## src/rtl/word_pkg.sv

```systemverilog
// Shared constants for the word receiver: the two frames, select decoding,
// last_word encodings and the lock state type.
package word_pkg;

  localparam int WORD_A_LEN = 9;
  localparam int WORD_B_LEN = 7;

  // Index 0 is the first byte on the wire.
  localparam logic [0:WORD_A_LEN-1][7:0] WORD_A =
    {8'h47, 8'h75, 8'h61, 8'h74, 8'h65, 8'h6D, 8'h61, 8'h6C, 8'h61};
  localparam logic [0:WORD_B_LEN-1][7:0] WORD_B =
    {8'h51, 8'h51, 8'h75, 8'h65, 8'h74, 8'h7A, 8'h61};

  typedef enum logic [1:0] {
    LW_NONE = 2'b00,
    LW_A    = 2'b01,
    LW_B    = 2'b10
  } last_word_t;

  typedef logic [0:0] lock_state_t;
  localparam lock_state_t UNLOCKED = 1'b0;
  localparam lock_state_t LOCKED   = 1'b1;

  // 00 and 11 select WORD_A, 01 and 10 select WORD_B.
  function automatic logic sel_is_a(input logic [1:0] sel);
    return (sel == 2'b00) || (sel == 2'b11);
  endfunction

endpackage

```

## src/rtl/word_matcher.sv

```systemverilog
// Tracks progress through one fixed frame; flags completion and mismatch
// combinationally for the byte currently presented.
module word_matcher
  import word_pkg::*;
#(
  parameter int                     LEN             = 2,
  parameter logic [0:LEN-1][7:0]    FRAME           = '0,
  parameter bit                     PREFIX_FALLBACK = 1'b1
) (
  input  logic       clk,
  input  logic       reset,
  input  logic [7:0] q_in,
  input  logic       in_valid,
  output logic       done,
  output logic       mismatch
);

  localparam int IDX_W = $clog2(LEN);

  logic [IDX_W-1:0] idx_reg, idx_next, fallback;
  logic [7:0]       expected;
  logic             hit, final_byte, pre_ok;

  // On a mismatch at idx i, the new index is the longest k <= i such that
  // FRAME[0..k-1] equals FRAME[i-k+1..i-1] followed by q_in.
  always_comb begin
    expected = '0;
    fallback = '0;
    pre_ok   = 1'b0;
    for (int i = 0; i < LEN; i++) begin
      if (idx_reg == IDX_W'(i)) begin
        expected = FRAME[i];
        if (PREFIX_FALLBACK) begin
          for (int k = 1; k <= i; k++) begin
            pre_ok = (q_in == FRAME[k-1]);
            for (int j = 0; j < k - 1; j++) begin
              if (FRAME[j] != FRAME[i-k+1+j]) pre_ok = 1'b0;
            end
            if (pre_ok) fallback = IDX_W'(k);
          end
        end
      end
    end
  end

  assign hit        = (q_in == expected);
  assign final_byte = (idx_reg == IDX_W'(LEN - 1));
  assign done       = in_valid && hit && final_byte;
  assign mismatch   = in_valid && !hit;

  always_comb begin
    idx_next = idx_reg;
    if (in_valid) begin
      if (hit) idx_next = final_byte ? '0 : idx_reg + IDX_W'(1);
      else     idx_next = fallback;
    end
  end

  always_ff @(posedge clk or posedge reset) begin
    if (reset) idx_reg <= '0;
    else       idx_reg <= idx_next;
  end

endmodule

```

## src/rtl/word_detector_rx.sv

```systemverilog
// Receive-side word detector: two parallel frame matchers, match counters,
// last-word register and a lock tracker against the selected word.
module word_detector_rx
  import word_pkg::*;
#(
  parameter int CNT_W = 8
) (
  input  logic             clk,
  input  logic             reset,
  input  logic [7:0]       q_in,
  input  logic             in_valid,
  input  logic [1:0]       select,
  output logic             match_a,
  output logic             match_b,
  output logic [CNT_W-1:0] count_a,
  output logic [CNT_W-1:0] count_b,
  output logic [1:0]       last_word,
  output logic             locked,
  output logic             err
);

  logic done_a, done_b, mis_a, mis_b;
  logic expect_a, sel_changed, exp_done, exp_mis, err_next;
  logic exp_a_reg, match_a_reg, match_b_reg, err_reg;
  logic [CNT_W-1:0] count_a_reg, count_b_reg;
  last_word_t  last_word_reg;
  lock_state_t state_reg, state_next;

  word_matcher #(.LEN(WORD_A_LEN), .FRAME(WORD_A), .PREFIX_FALLBACK(1'b1)) u_match_a (
    .clk(clk), .reset(reset), .q_in(q_in), .in_valid(in_valid),
    .done(done_a), .mismatch(mis_a)
  );

  word_matcher #(.LEN(WORD_B_LEN), .FRAME(WORD_B), .PREFIX_FALLBACK(1'b1)) u_match_b (
    .clk(clk), .reset(reset), .q_in(q_in), .in_valid(in_valid),
    .done(done_b), .mismatch(mis_b)
  );

  // Completion is judged against the selection presented this cycle.
  assign expect_a    = sel_is_a(select);
  assign sel_changed = (expect_a != exp_a_reg);
  assign exp_done    = expect_a ? done_a : done_b;
  assign exp_mis     = expect_a ? mis_a : mis_b;

  always_comb begin
    state_next = state_reg;
    err_next   = 1'b0;
    case (state_reg)
      UNLOCKED: if (exp_done) state_next = LOCKED;
      LOCKED: begin
        if (exp_done) begin
          state_next = LOCKED;
        end else if (sel_changed) begin
          state_next = UNLOCKED;
        end else if (exp_mis) begin
          state_next = UNLOCKED;
          err_next   = 1'b1;
        end
      end
      default: state_next = UNLOCKED;
    endcase
  end

  always_ff @(posedge clk or posedge reset) begin
    if (reset) begin
      state_reg     <= UNLOCKED;
      exp_a_reg     <= 1'b1;
      err_reg       <= 1'b0;
      match_a_reg   <= 1'b0;
      match_b_reg   <= 1'b0;
      count_a_reg   <= '0;
      count_b_reg   <= '0;
      last_word_reg <= LW_NONE;
    end else begin
      state_reg   <= state_next;
      exp_a_reg   <= expect_a;
      err_reg     <= err_next;
      match_a_reg <= done_a;
      match_b_reg <= done_b;
      if (done_a) count_a_reg <= count_a_reg + CNT_W'(1);
      if (done_b) count_b_reg <= count_b_reg + CNT_W'(1);
      if (done_a)      last_word_reg <= LW_A;
      else if (done_b) last_word_reg <= LW_B;
    end
  end

  assign match_a   = match_a_reg;
  assign match_b   = match_b_reg;
  assign count_a   = count_a_reg;
  assign count_b   = count_b_reg;
  assign last_word = last_word_reg;
  assign locked    = (state_reg == LOCKED);
  assign err       = err_reg;

endmodule
```

## config.mk

```make
export PLATFORM = sky130hd
export DESIGN_NAME = word_detector_rx
export DESIGN_NICKNAME = d
export VERILOG_FILES = /design/src/rtl/word_pkg.sv /design/src/rtl/word_matcher.sv /design/src/rtl/word_detector_rx.sv
export SDC_FILE = /design/constraint.sdc
export NUM_CORES = 1
export LEC_CHECK = 0
export ABC_AREA = 0
export CAP_MARGIN = 40
export CORE_MARGIN = 2
export CORE_UTILIZATION = 54
export DETAILED_ROUTE_END_ITERATION = 8
export PLACE_DENSITY = 0.81
export SYNTH_ARGS = -nofsm -noshare
export SYNTH_HDL_FRONTEND = slang
export SYNTH_SLANG_ARGS = --single-unit
```

## constraint.sdc

```tcl
create_clock -name clk -period 2.8 [get_ports clk]
set_input_delay 0.56 -clock clk [delete_from_list [all_inputs] [get_ports clk]]
set_output_delay 0.56 -clock clk [all_outputs]
set_load 0.05 [all_outputs]
```

==> results.toml, run 1 <==
[placed_design]
place_inst = 315
globalplace.congestion = 0.849
dp_slack_ns = 0.0352
post-dp-hpwl_um = 3440
port_buffers = 34
post_dp_cell_area_um2 = 2580

[setup_path]
critical_path.max_fanout = 8
timing.critical_path.to_type = "register"
startpoint_type = "input port"
r2r_setup_slack_ns = 0.30
setup.worst_path.end = "count_b[5]"
timing.setup.critical_path_class = "input port to register"
worst_r2r_endpoint = "count_a[1]"
reg2regPathDepth = 8
rr_startpoint = "u_match_a.idx_reg[0]"
cp_data_required_time_ns = 2.96
timing.critical_path.from = "q_in[5]"
critPathArrivalTime_ns = 2.66

[timing]
setup-tns-final_ns = 0
worst_hold_slack_ns = 0.470
final-max-slew-violation-count = 0
fin_skew_ns = 0.00312
post-route-period-util_pct = 89.2
rsz0062_at_grt = "false"
hold_viol_final = 0
timing.final.crit_period_ns = 2.50
setup_violations = 0
fmax_ghz = 0.400
worst_slew_pin_slew_ns = 0.677
worst_slack_ns = 0.302
relSlewSlack_pct = 54.5

[final_layout]
final_cell_area_um2 = 2660
antenna_cells = 0
post_layout_nonfiller_instances = 322
nNetsFinal = 294
share_of_layout_cells_above_drive_strength_1_pct = 13.1
syn2layout_area_growth_pct = 23.4
finalCoreUtilization_pct = 71.0

[run_status]
outcome = "complete, no violations"

[logic_synthesis]
syn-mean-instance-area_um2 = 9.28
synth_top_area_share_pct = 33.7
synth_enable_flop_cells = 0
synth_area_leaders = "sky130_fd_sc_hd__dfrtp_1 (34%), sky130_fd_sc_hd__xnor2_1 (6.9%), sky130_fd_sc_hd__ha_1 (4.1%)"
synth-seq-cells = 30
yosysWarnings = 0
ys_dominant_reg_cell = "sky130_fd_sc_hd__dfrtp_1"
post_synthesis_instance_area_um2 = 2150
syn-num-nets = 252
netlist.top_cell.by_area = "sky130_fd_sc_hd__dfrtp_1"
syn-instance-count = 232
postSynth.asyncResetShare_pct = 100
yosysUniqueCellTypes = 60
post_synthesis_sequential_area_ratio_pct = 34.9

[flow_run]
drv_cap = 0

[cts]
clkTransAtPathRegs_ns = 0.06
postCtsSetupRepairBufs = 0
cts.hold.buffers_added = 0
clk-insertion-delay-late_ns = 0.28
cts_buffers = 5
cts_buffer_depth = 2
clock_tree.htree_level_count = 2
tritoncts_clock_tree = "built"
clock_tree.root_cell = "sky130_fd_sc_hd__clkbuf_8"
cts_resized = 0
clock-sinks = 30

[routing]
route.antenna.remaining_nets = 0
wire_per_inst_um = 14.7
dr_total_vias = 1893
drt_first_pass_iters = 4
avgViaCountPerCell = 5.88
postRouteWirelength_um = 4740
drt_iter0_markers = 150
drcViolationCount = 0

[power_and_ir_drop]
power-per-cell-area_nw_per_um2 = 329
irDropWorstVdd_v = 0.000346
leakagePower_nw = 1.09
report.power.total_mw = 0.873

[global_routing]
first_global_vias = 1781
grt.total_usage_pct = 23.4
wire_length_of_the_first_global_routing_pass_um = 8070
globalRouteOverflowTotal = 0
antenna_found_initial = 0
maximum_number_of_pins_on_one_net_before_global_route_repair = 31

[floorplanning]
boundaryPins = 35
effective_utilization_at_floorplan_pct = 57.5
die_w_um = 67.1
placeableCoreArea_um2 = 3740
die-height_um = 67.1
die-area_um2 = 4510
placement_rows = 22

[worst_hold_path]
hold_start = "count_b[7]"
timing.hold.worst.class = "register to register"
==> cell families after synthesis <==
| kind of cell | synth area share [%] |
|---|---|
| simple gates | 28.7 |
| compound gates | 15.6 |
| buf+inv | 7.09 |
| flops | 34.9 |
| xor+xnor | 7.33 |
| fa+ha+maj | 4.07 |
| mux | 2.33 |
==> report_power, final <==
part	switching, mW	total, mW	internal [mW]
Sequential	0.00321	0.441	0.438
Clock	0.148	0.318	0.171
Combinational	0.0633	0.114	0.0510
Total	0.214	0.873	0.659
==> area by class of cell <==
cell class / count / area (µm²)
well taps: 48 / 60.1
flip-flops and latches: 30 / 752
clock buffers: 7 / 76.3
multi-input cells: 172 / 1250
repair buffers: 51 / 468
fillers: 309 / 1090
inverters: 14 / 52.6
==> synth_stat cells, types with 4 or more instances <==
cell type,instances
sky130_fd_sc_hd__dfrtp_1,29
sky130_fd_sc_hd__nor2_1,19
sky130_fd_sc_hd__xnor2_1,17
sky130_fd_sc_hd__nand3_1,15
sky130_fd_sc_hd__inv_1,13
sky130_fd_sc_hd__nand2_1,10
sky130_fd_sc_hd__o21ai_0,9
sky130_fd_sc_hd__buf_4,7
sky130_fd_sc_hd__ha_1,7
sky130_fd_sc_hd__and3_1,6
sky130_fd_sc_hd__a211oi_1,5
sky130_fd_sc_hd__buf_2,5
sky130_fd_sc_hd__nand2b_1,5
sky130_fd_sc_hd__nor3_1,5
sky130_fd_sc_hd__a21oi_1,4
sky130_fd_sc_hd__nor2b_1,4
sky130_fd_sc_hd__nor4_1,4
==> routing by layer <==
layer / GRT usage (%) / wire (µm)
met1: 31.4 / 2160
met2: 38.7 / 2260
met3: 4.33 / 264
met4: 6.89 / 55
met5: 0 / 0
==> layout by cell type (no fill, tap or decap), drive strengths merged, types with 2 or more instances in the layout <==
cell type	Yosys	routed
a211o	2	2
a211oi	6	6
a21o	2	2
a21oi	4	4
a22o	2	2
a31oi	2	2
and3	6	6
and4	2	2
buf	13	17
clkbuf	3	7
clkdlybuf4s50	0	34
dfrtp	29	29
ha	7	7
inv	14	14
mux2	2	2
mux2i	2	2
nand2	10	10
nand2b	5	5
nand3	16	16
nand3b	3	3
nand4	3	3
nand4b	2	2
nor2	19	19
nor2b	4	4
nor3	6	6
nor3b	3	3
nor4	8	8
nor4b	2	2
nor4bb	2	2
o21ai	10	10
o311ai	2	2
o32ai	3	3
o41ai	3	3
or3b	3	3
xnor2	17	17
==> worst min-delay path by stage <==
stage / endpoint / slack (ns) / cells after the start
3_5_place_dp: count_b[7] / 0.46 / 1
4_1_cts: count_b[7] / 0.47 / 1
6_report: count_b[7] / 0.47 / 1
5_1_grt: count_b[7] / 0.49 / 1
3_3_place_gp: count_b[7] / 0.46 / 1
2_1_floorplan: u_match_a.idx_reg[1] / 0.58 / 2
==> worst max-delay path: stages <==
cell and delay (ns):
sky130_fd_sc_hd__clkdlybuf4s50_1 0.62, sky130_fd_sc_hd__inv_1 0.15, sky130_fd_sc_hd__a211oi_1 0.28, sky130_fd_sc_hd__a211oi_2 0.11
sky130_fd_sc_hd__buf_4 0.16, sky130_fd_sc_hd__nor4_4 0.44, sky130_fd_sc_hd__nand4_1 0.18, sky130_fd_sc_hd__xnor2_1 0.16
Power figures use the tool's default switching activity.
==> run 2: changes to the inputs <==
- CELL_PAD_IN_SITES_DETAIL_PLACEMENT: default -> 0
- CELL_PAD_IN_SITES_GLOBAL_PLACEMENT: default -> 1
- CORE_UTILIZATION: 54 -> 41
- PLACE_DENSITY: 0.81 -> default
- PLACE_DENSITY_LB_ADDON: default -> 0.1
==> run 2 against run 1 <==
Non-clock buffer count grew 2. Critical path depth is the same. Sequential power is essentially flat. Setup slack lost 0.064 ns. Clock power grew 12%. Hold slack gained 0.0018 ns. Largest power group unchanged. Highest routed layer unchanged. Largest cell class unchanged. Power grew 4.6%. Combinational power is essentially flat. Clock-buffer cell count is the same.
==> results.toml, run 2 (synthesized netlist as in run 1, its figures left out) <==
[global_routing]
maximum_number_of_pins_on_one_net_before_global_route_repair = 31
first_global_vias = 1826
grt.total_usage_pct = 18.7
globalRouteOverflowTotal = 0
antenna_found_initial = 0
wire_length_of_the_first_global_routing_pass_um = 8980

[final_layout]
share_of_layout_cells_above_drive_strength_1_pct = 14.4
syn2layout_area_growth_pct = 26.1
antenna_cells = 0
post_layout_nonfiller_instances = 347
fillCellCount = 495
nNetsFinal = 296
most-common-layout-cells = "sky130_fd_sc_hd__clkdlybuf4s50_1 (34), sky130_fd_sc_hd__dfrtp_1 (29), sky130_fd_sc_hd__nor2_1 (19), sky130_fd_sc_hd__buf_4 (19), sky130_fd_sc_hd__xnor2_1 (17)"
mostFrequentLayoutCell = "sky130_fd_sc_hd__clkdlybuf4s50_1"

[routing]
wire_per_inst_um = 14.4
route.antenna.remaining_nets = 0
dr_total_vias = 1864
drt_first_pass_iters = 7
drcViolationCount = 0
avgViaCountPerCell = 5.37
drt_iter0_markers = 124
postRouteWirelength_um = 4990

[cts]
clock_tree.root_cell = "sky130_fd_sc_hd__clkbuf_8"
clk-insertion-delay-late_ns = 0.28
clock_tree.htree_level_count = 2
cts_buffers = 5
cts_buffer_depth = 2
cts_resized = 0
tritoncts_clock_tree = "built"
clock-sinks = 30
cts.hold.buffers_added = 0
postCtsSetupRepairBufs = 0
clkTransAtPathRegs_ns = 0.06

[setup_path]
cp_data_required_time_ns = 2.96
startpoint_type = "register"
worst_path_bufs_invs = 1
cp.depth = 8
timing.critical_path.to_type = "register"
critPathArrivalTime_ns = 2.73
crit_path_cell_trace = "inv_1 -> ha_1 -> nand2_1 -> o32ai_1 -> nor4_2 -> nor4_4 -> and2_1 -> mux2_4"
critical_path.max_fanout = 12
worst_path_top_cell_family_by_delay = "simple AND/OR/NAND/NOR gates"
timing.setup.critical_path_class = "register to register"
timing.critical_path.slowest_stage_cell = "sky130_fd_sc_hd__dfrtp_1"
slowest_delay_ns = 0.45
reg2regPathDepth = 8

[placed_design]
place_inst = 339
port_buffers = 34
post-dp-hpwl_um = 3510
globalplace.congestion = 0.820

[floorplanning]
die_w_um = 76.5
die-area_um2 = 5840
effective_utilization_at_floorplan_pct = 42.4
boundaryPins = 35
die-height_um = 76.5
placeableCoreArea_um2 = 5070
placement_rows = 26

[timing]
timing.final.crit_period_ns = 2.56
hold_viol_final = 0
post-route-period-util_pct = 91.5
setup_violations = 0
rsz0062_at_grt = "false"
worst_slew_pin_slew_ns = 0.534
setup-tns-final_ns = 0
fmax_ghz = 0.390
final-max-slew-violation-count = 0
relSlewSlack_pct = 64.4
fin_skew_ns = 0.00699

[power_and_ir_drop]
irDropWorstVdd_v = 0.000270
leakagePower_nw = 1.11
power-per-cell-area_nw_per_um2 = 337

[flow_run]
drv_cap = 0

[worst_hold_path]
cell_depth_of_the_worst_min_delay_path = 1
timing.hold.worst.class = "register to register"

[run_status]
outcome = "complete, no violations"
-- run 2: changes by cell type in the layout (fill, tap and decap cells not counted) --
cell / before / now
sky130_fd_sc_hd__buf_4: 17 / 19
sky130_fd_sc_hd__clkbuf_1: 2 / 1
sky130_fd_sc_hd__clkbuf_8: 5 / 6
sky130_fd_sc_hd__clkinv_2: 0 / 1
-- run 2: per-layer routing --
layer | wire length [µm] | GRT usage, % | up-vias
met4 | 45 | 6.55 | 0
li1 | - | - | 938
met5 | 0 | 0 | -
met1 | 2560 | 28.0 | 874
met3 | 242 | 3.32 | 5
met2 | 2150 | 26.8 | 47
-- run 2: path summary, 6_finish.rpt --
| path | start | slack (ns) | to |
|---|---|---|---|
| min in group asynchronous | reset | 0.65 | match_b |
| min | count_b[7] | 0.47 | count_b[7] |
| max reg2reg | u_match_a.idx_reg[0] | 0.24 | count_a[1] |
| max in group asynchronous | reset | 1.81 | exp_a_reg |
| min reg2reg | count_b[7] | 0.47 | count_b[7] |
| max | u_match_a.idx_reg[0] | 0.24 | count_a[1] |
-- run 2: where the power goes --
part	internal [mW]	switching, mW
registers	0.437	0.00319
logic	0.0520	0.0638
clock network	0.198	0.159
total	0.687	0.226
-- run 2: cell type report --
class	count	area (µm²)	share of cell area [%]
Clock buffer	7	86.3	3.18
Tap cell	70	87.6	3.23
Multi-Input combinational cell	172	1250	46.0
Inverter	14	52.6	1.94
Timing Repair Buffer	53	483	17.8
Clock inverter	1	5.00	0.184
Sequential cell	30	752	27.7
-- run 2: through the flow --
stage | total power [mW] | setup slack, ns | util (%) | cell area, µm² | hold slack [ns]
6_report | 0.914 | 0.238 | 53.5 | 2710 | 0.471
5_1_grt | 0.963 | 0.00138 | 53.5 | 2710 | 0.495
4_1_cts | 0.927 | 0.229 | 53.5 | 2710 | 0.476
3_5_place_dp | 0.564 | 0.0504 | 51.7 | 2620 | 0.463
3_3_place_gp | 0.564 | 0.0586 | 51.7 | 2620 | 0.459
2_1_floorplan | 0.520 | 0.415 | - | 2150 | 0.585
-- run 2: worst reg2reg max path, cell delays in order, from the launching register on --
cell and delay [ns]:
sky130_fd_sc_hd__dfrtp_1 0.45, sky130_fd_sc_hd__inv_1 0.11, sky130_fd_sc_hd__ha_1 0.41, sky130_fd_sc_hd__nand2_1 0.22
sky130_fd_sc_hd__o32ai_1 0.35, sky130_fd_sc_hd__nor4_2 0.09, sky130_fd_sc_hd__nor4_4 0.32, sky130_fd_sc_hd__and2_1 0.21
sky130_fd_sc_hd__mux2_4 0.30
